## src/rtl/vend_dispense_ctrl.sv

```systemverilog
// Dispense sequencer: queues vend results and serves them in order as one drink-motor
// handshake followed by one hopper handshake per 0.5 coin, with stall and overflow detection.
module vend_dispense_ctrl #(
    parameter int FIFO_DEPTH = 4,
    parameter int TO_CYCLES  = 200,
    parameter int TO_W       = 8
) (
    input  logic       clk,
    input  logic       rst,
    input  logic       vend_vld,
    input  logic [1:0] change_cnt,
    output logic       drink_req,
    input  logic       drink_ack,
    output logic       coin_req,
    input  logic       coin_ack,
    output logic       busy,
    output logic       fifo_full,
    output logic       overflow,
    output logic       fault,
    input  logic       fault_clr
);
    localparam int PW = $clog2(FIFO_DEPTH);
    localparam int CW = PW + 1;

    typedef enum logic [2:0] {
        IDLE, DRINK_REQ, DRINK_REL, COIN_REQ, COIN_REL, FAULT
    } state_t;

    state_t          state_q, state_d;
    logic [2:0]      mem_q [FIFO_DEPTH];
    logic [PW-1:0]   wr_ptr_q, rd_ptr_q;
    logic [CW-1:0]   cnt_q, cnt_d;
    logic [1:0]      coins_q, coins_d;
    logic [TO_W-1:0] to_cnt_q;
    logic            drink_req_q, coin_req_q, busy_q, full_q, ovf_q, fault_q;
    logic            evt, pop, push, drop, timeout;
    logic [2:0]      head;

    always_comb begin
        head    = mem_q[rd_ptr_q];
        evt     = vend_vld | (change_cnt != 2'd0);
        pop     = (state_q == IDLE) && (cnt_q != '0);
        // A full queue still accepts when the head leaves on the same edge.
        push    = evt && ((cnt_q != CW'(FIFO_DEPTH)) || pop);
        drop    = evt && !push;
        timeout = (to_cnt_q == TO_W'(TO_CYCLES - 1));
        cnt_d   = cnt_q + CW'(push) - CW'(pop);
        state_d = state_q;
        coins_d = coins_q;
        case (state_q)
            IDLE: if (pop) begin
                coins_d = head[1:0];
                state_d = head[2] ? DRINK_REQ : COIN_REQ;
            end
            DRINK_REQ: begin
                if (drink_ack)    state_d = DRINK_REL;
                else if (timeout) state_d = FAULT;
            end
            DRINK_REL: begin
                if (!drink_ack)   state_d = (coins_q != 2'd0) ? COIN_REQ : IDLE;
                else if (timeout) state_d = FAULT;
            end
            COIN_REQ: begin
                if (coin_ack) begin
                    coins_d = coins_q - 2'd1;
                    state_d = COIN_REL;
                end else if (timeout) begin
                    state_d = FAULT;
                end
            end
            COIN_REL: begin
                if (!coin_ack)    state_d = (coins_q != 2'd0) ? COIN_REQ : IDLE;
                else if (timeout) state_d = FAULT;
            end
            FAULT:   if (fault_clr) state_d = IDLE;
            default: state_d = IDLE;
        endcase
    end

    // Queue storage needs no reset: the pointers and count define validity.
    always_ff @(posedge clk) begin
        if (push) mem_q[wr_ptr_q] <= {vend_vld, change_cnt};
    end

    always_ff @(posedge clk) begin
        if (!rst) begin
            state_q     <= IDLE;
            wr_ptr_q    <= '0;
            rd_ptr_q    <= '0;
            cnt_q       <= '0;
            coins_q     <= '0;
            to_cnt_q    <= '0;
            drink_req_q <= 1'b0;
            coin_req_q  <= 1'b0;
            busy_q      <= 1'b0;
            full_q      <= 1'b0;
            ovf_q       <= 1'b0;
            fault_q     <= 1'b0;
        end else begin
            state_q <= state_d;
            coins_q <= coins_d;
            cnt_q   <= cnt_d;
            if (push) wr_ptr_q <= wr_ptr_q + 1'b1;
            if (pop)  rd_ptr_q <= rd_ptr_q + 1'b1;
            if (state_d != state_q)
                to_cnt_q <= '0;
            else if (state_q inside {DRINK_REQ, DRINK_REL, COIN_REQ, COIN_REL})
                to_cnt_q <= to_cnt_q + 1'b1;
            // Requests follow the registered state; a timeout kills them on the fault edge.
            drink_req_q <= (state_q == DRINK_REQ) && (state_d != FAULT);
            coin_req_q  <= (state_q == COIN_REQ) && (state_d != FAULT);
            busy_q      <= (state_d != IDLE) || (cnt_d != '0);
            full_q      <= (cnt_d == CW'(FIFO_DEPTH));
            fault_q     <= (state_d == FAULT);
            if (drop)           ovf_q <= 1'b1;
            else if (fault_clr) ovf_q <= 1'b0;
        end
    end

    assign drink_req = drink_req_q;
    assign coin_req  = coin_req_q;
    assign busy      = busy_q;
    assign fifo_full = full_q;
    assign overflow  = ovf_q;
    assign fault     = fault_q;
endmodule

```

## config.mk

```make
export PLATFORM = sky130hd
export DESIGN_NAME = vend_dispense_ctrl
export DESIGN_NICKNAME = d
export VERILOG_FILES = /design/src/rtl/vend_dispense_ctrl.sv
export SDC_FILE = /design/constraint.sdc
export NUM_CORES = 1
export LEC_CHECK = 0
export CAP_MARGIN = 5
export CORE_MARGIN = 2
export CORE_UTILIZATION = 54
export CTS_BUF_LIST = sky130_fd_sc_hd__clkbuf_4 sky130_fd_sc_hd__clkbuf_8
export CTS_CLUSTER_SIZE = 14
export DETAILED_ROUTE_END_ITERATION = 8
export PLACE_DENSITY_LB_ADDON = 0.15
export SLEW_MARGIN = 20
export SYNTH_ARGS = -nofsm -noshare
export SYNTH_HDL_FRONTEND = slang
export SYNTH_SLANG_ARGS = --single-unit
```

## constraint.sdc

```tcl
create_clock -name clk -period 2.5 [get_ports clk]
set_input_delay 0.5 -clock clk [delete_from_list [all_inputs] [get_ports clk]]
set_output_delay 0.5 -clock clk [all_outputs]
set_load 0.05 [all_outputs]
```

==> flow_summary.json <==
{
  "synthFlopType": "dfxtp_1",
  "tritoncts": "built",
  "setup_viol": 2,
  "syn_nets": 209,
  "critPathLaunchType": "flop",
  "finalMaxSlewViolations": 0,
  "avgSynthCellArea_um2": 10.33,
  "drive_gt1_frac": 0.1826,
  "die-area_um2": 4173,
  "grt_max_degree": 20,
  "post_cts_buffers": 0,
  "seq_area_frac_synth": 0.4644,
  "die_h_um": 64.60,
  "start_util": 0.5500,
  "cts_htree_levels": 2,
  "layout_min_cycle_time_ns": 2.529,
  "routed_wl_mm": 3.881,
  "synthArstFlopShare": 0,
  "dpl-instance-area_um2": 2247,
  "wire_per_inst_um": 14.54,
  "fillers": 299,
  "synth-edff-count": 12,
  "track_usage": 0.2024,
  "yosysUniqueCellTypes": 50,
  "synth_top_cell_by_area": "dfxtp_1",
  "slew_headroom": 0.5025,
  "peakVddDrop_mv": 0.8798,
  "rsz0062_at_grt": "true",
  "ant_nets": 0,
  "synthCells": 192,
  "ioPinCount": 14,
  "path_clk_slew_ns": 0.08,
  "grt-ovfl-total": 0,
  "antenna_found_initial": 0,
  "io_buffers": 13,
  "min_path_type": "reg2reg",
  "status": "finished with violations",
  "die_w_um": 64.60,
  "cts_buffer_depth": 2,
  "timing.final.ws_setup_ns": -0.02946,
  "cts_buffers": 5,
  "synth.most_common_cell": "dfxtp_1",
  "coreArea_um2": 3606,
  "critical_path_class": "reg2reg",
  "path_max_fanout": 2,
  "area_growth_pct": 20.57,
  "fin_skew_ns": 0.005802,
  "synth_common_cells": "dfxtp_1, nor2_1, nor3_1",
  "finalHoldViolCount": 0,
  "fin_tns_setup_ns": -0.03448,
  "detail_route.iter0.violations": 109,
  "grt_pass1_wl_mm": 6.403,
  "crit_arrival_ns": 2.69,
  "power.total_w": 0.002615,
  "drv_cap": 0,
  "yosysTopAreaCellShare": 0.2826,
  "grt_pass1_vias": 1444,
  "cp-end-kind": "flop",
  "synth_area_um2": 1983,
  "num-nets-final": 235,
  "insertion_delay_ns": 0.30,
  "tightest_slew_ns": 0.7366,
  "cts_sinks": 40,
  "fmaxAchievable_mhz": 395.3,
  "fin_crit_sh": 1.012,
  "synth_area_leaders": "dfxtp_1, edfxtp_1, ha_1",
  "dp_hpwl_mm": 2.924,
  "place_congestion": 0.8717,
  "hold_slack_ns": 0.4972,
  "powerDensity_nw_per_um2": 1094,
  "synth_warnings": 0,
  "stdcell_area_um2": 2391,
  "via_count": 1459,
  "p_leak_nw": 0.8688,
  "first_pass_iters": 4,
  "cts_root_buf": "clkbuf_8",
  "crit_required_ns": 2.66,
  "vias_per_cell": 5.464,
  "drc": 0,
  "ys_ff_latch": 40,
  "violations": "setup timing",
  "row_count": 22,
  "diodes": 0
}
[final timing paths]
path | cells past startpoint | slack [ns] | start | to
max | 11 | -0.03 | state_q[2] | busy
min | 2 | 0.50 | overflow | overflow
max reg2reg | 11 | -0.03 | state_q[2] | busy
min reg2reg | 2 | 0.50 | overflow | overflow
[worst max-delay path, cell delays in order, from the launching register on]
cell and delay (ns):
dfxtp_2 0.32, or3_4 0.40, a31oi_4 0.21, inv_2 0.07, ha_4 0.26, inv_2 0.04, ha_4 0.14, fa_2 0.35
xor2_2 0.16, xnor2_1 0.14, nor3_1 0.17, a41oi_1 0.13
[layout by cell type, fill, tap and decap left out, types with 2 or more instances in the layout]
cell type and count:
clkdlybuf4s50_1 10, ha_4 2, nor2_1 21, o21ai_0 2
inv_1 9, clkbuf_8 5, nand3_1 3, a21oi_1 7
mux4_2 3, o21a_1 2, xor2_1 6, mux2i_1 2
xnor2_1 5, buf_4 12, inv_2 2, nand2b_1 6
nor3b_2 2, nor3b_1 2, or3_1 2, dfxtp_1 27
ha_1 6, nand2_1 7, and2_1 10, nand4_1 3
edfxtp_1 12, nand4b_1 2, dlygate4sd2_1 3, nor3_1 15
[state kept, by name, indices dropped and copies added (netlist names), named ones only]
signal     count
coins_q        2
cnt_q          3
busy           1
overflow       1
mem_q         12
rd_ptr_q       2
fifo_full      1
fault          1
to_cnt_q       8
coin_req       1
wr_ptr_q       2
drink_req      1
state_q        3
[metrics by stage]
stage               setup WS (ns)  instances  utilization
CTS                      -0.06021        267       0.6530
global placement          -0.3972        259       0.6232
floorplan                -0.04453        192            -
detailed placement        -0.5241        259       0.6232
finish                   -0.02946        267       0.6631
global route              -0.1322        267       0.6631
[power breakdown]
| group | total [W] | internal (W) | switching, W |
|---|---|---|---|
| combinational | 0.00117 | 0.000513 | 0.000660 |
| sequential | 0.000912 | 0.000817 | 0.0000943 |
| clock | 0.000530 | 0.000295 | 0.000234 |
[repair_timing]
action	CTS	global route
pin swaps	2	7
endpoints found under the setup margin	3	2
hold buffers	0	0
resized for setup	3	7
[cells by family (layout without fill, tap and decap cells)]
logic type | Yosys count | in the layout | synth area share
adder cells (fa/ha/maj) | 9 | 9 | 0.06057
AO/OA/AOI/OAI | 26 | 26 | 0.1085
flip-flops | 40 | 40 | 0.4644
XOR/XNOR | 12 | 12 | 0.05300
multiplexers | 5 | 5 | 0.04416
buffers and inverters | 17 | 44 | 0.03848
AND/OR/NAND/NOR | 83 | 83 | 0.2309
[cell type report]
class / count / area [um^2] / share of cell area
repair buffers: 25 / 216.5 / 0.09053
clock inverters: 3 / 42.54 / 0.01779
inverters: 11 / 41.29 / 0.01727
well taps: 48 / 60.06 / 0.02512
flip-flops and latches: 40 / 922.1 / 0.3857
clock buffers: 5 / 68.82 / 0.02878
multi-input cells: 135 / 1040 / 0.4349
[per-layer routing]
metal,wire (um),part of all wire,track usage
met1,1722,0.44,0.2435
met5,0,0,0
met3,111,0.029,0.04688
met2,1988,0.51,0.3477
met4,58,0.015,0.08511
Note: power is estimated with default switching activity, not from simulation.
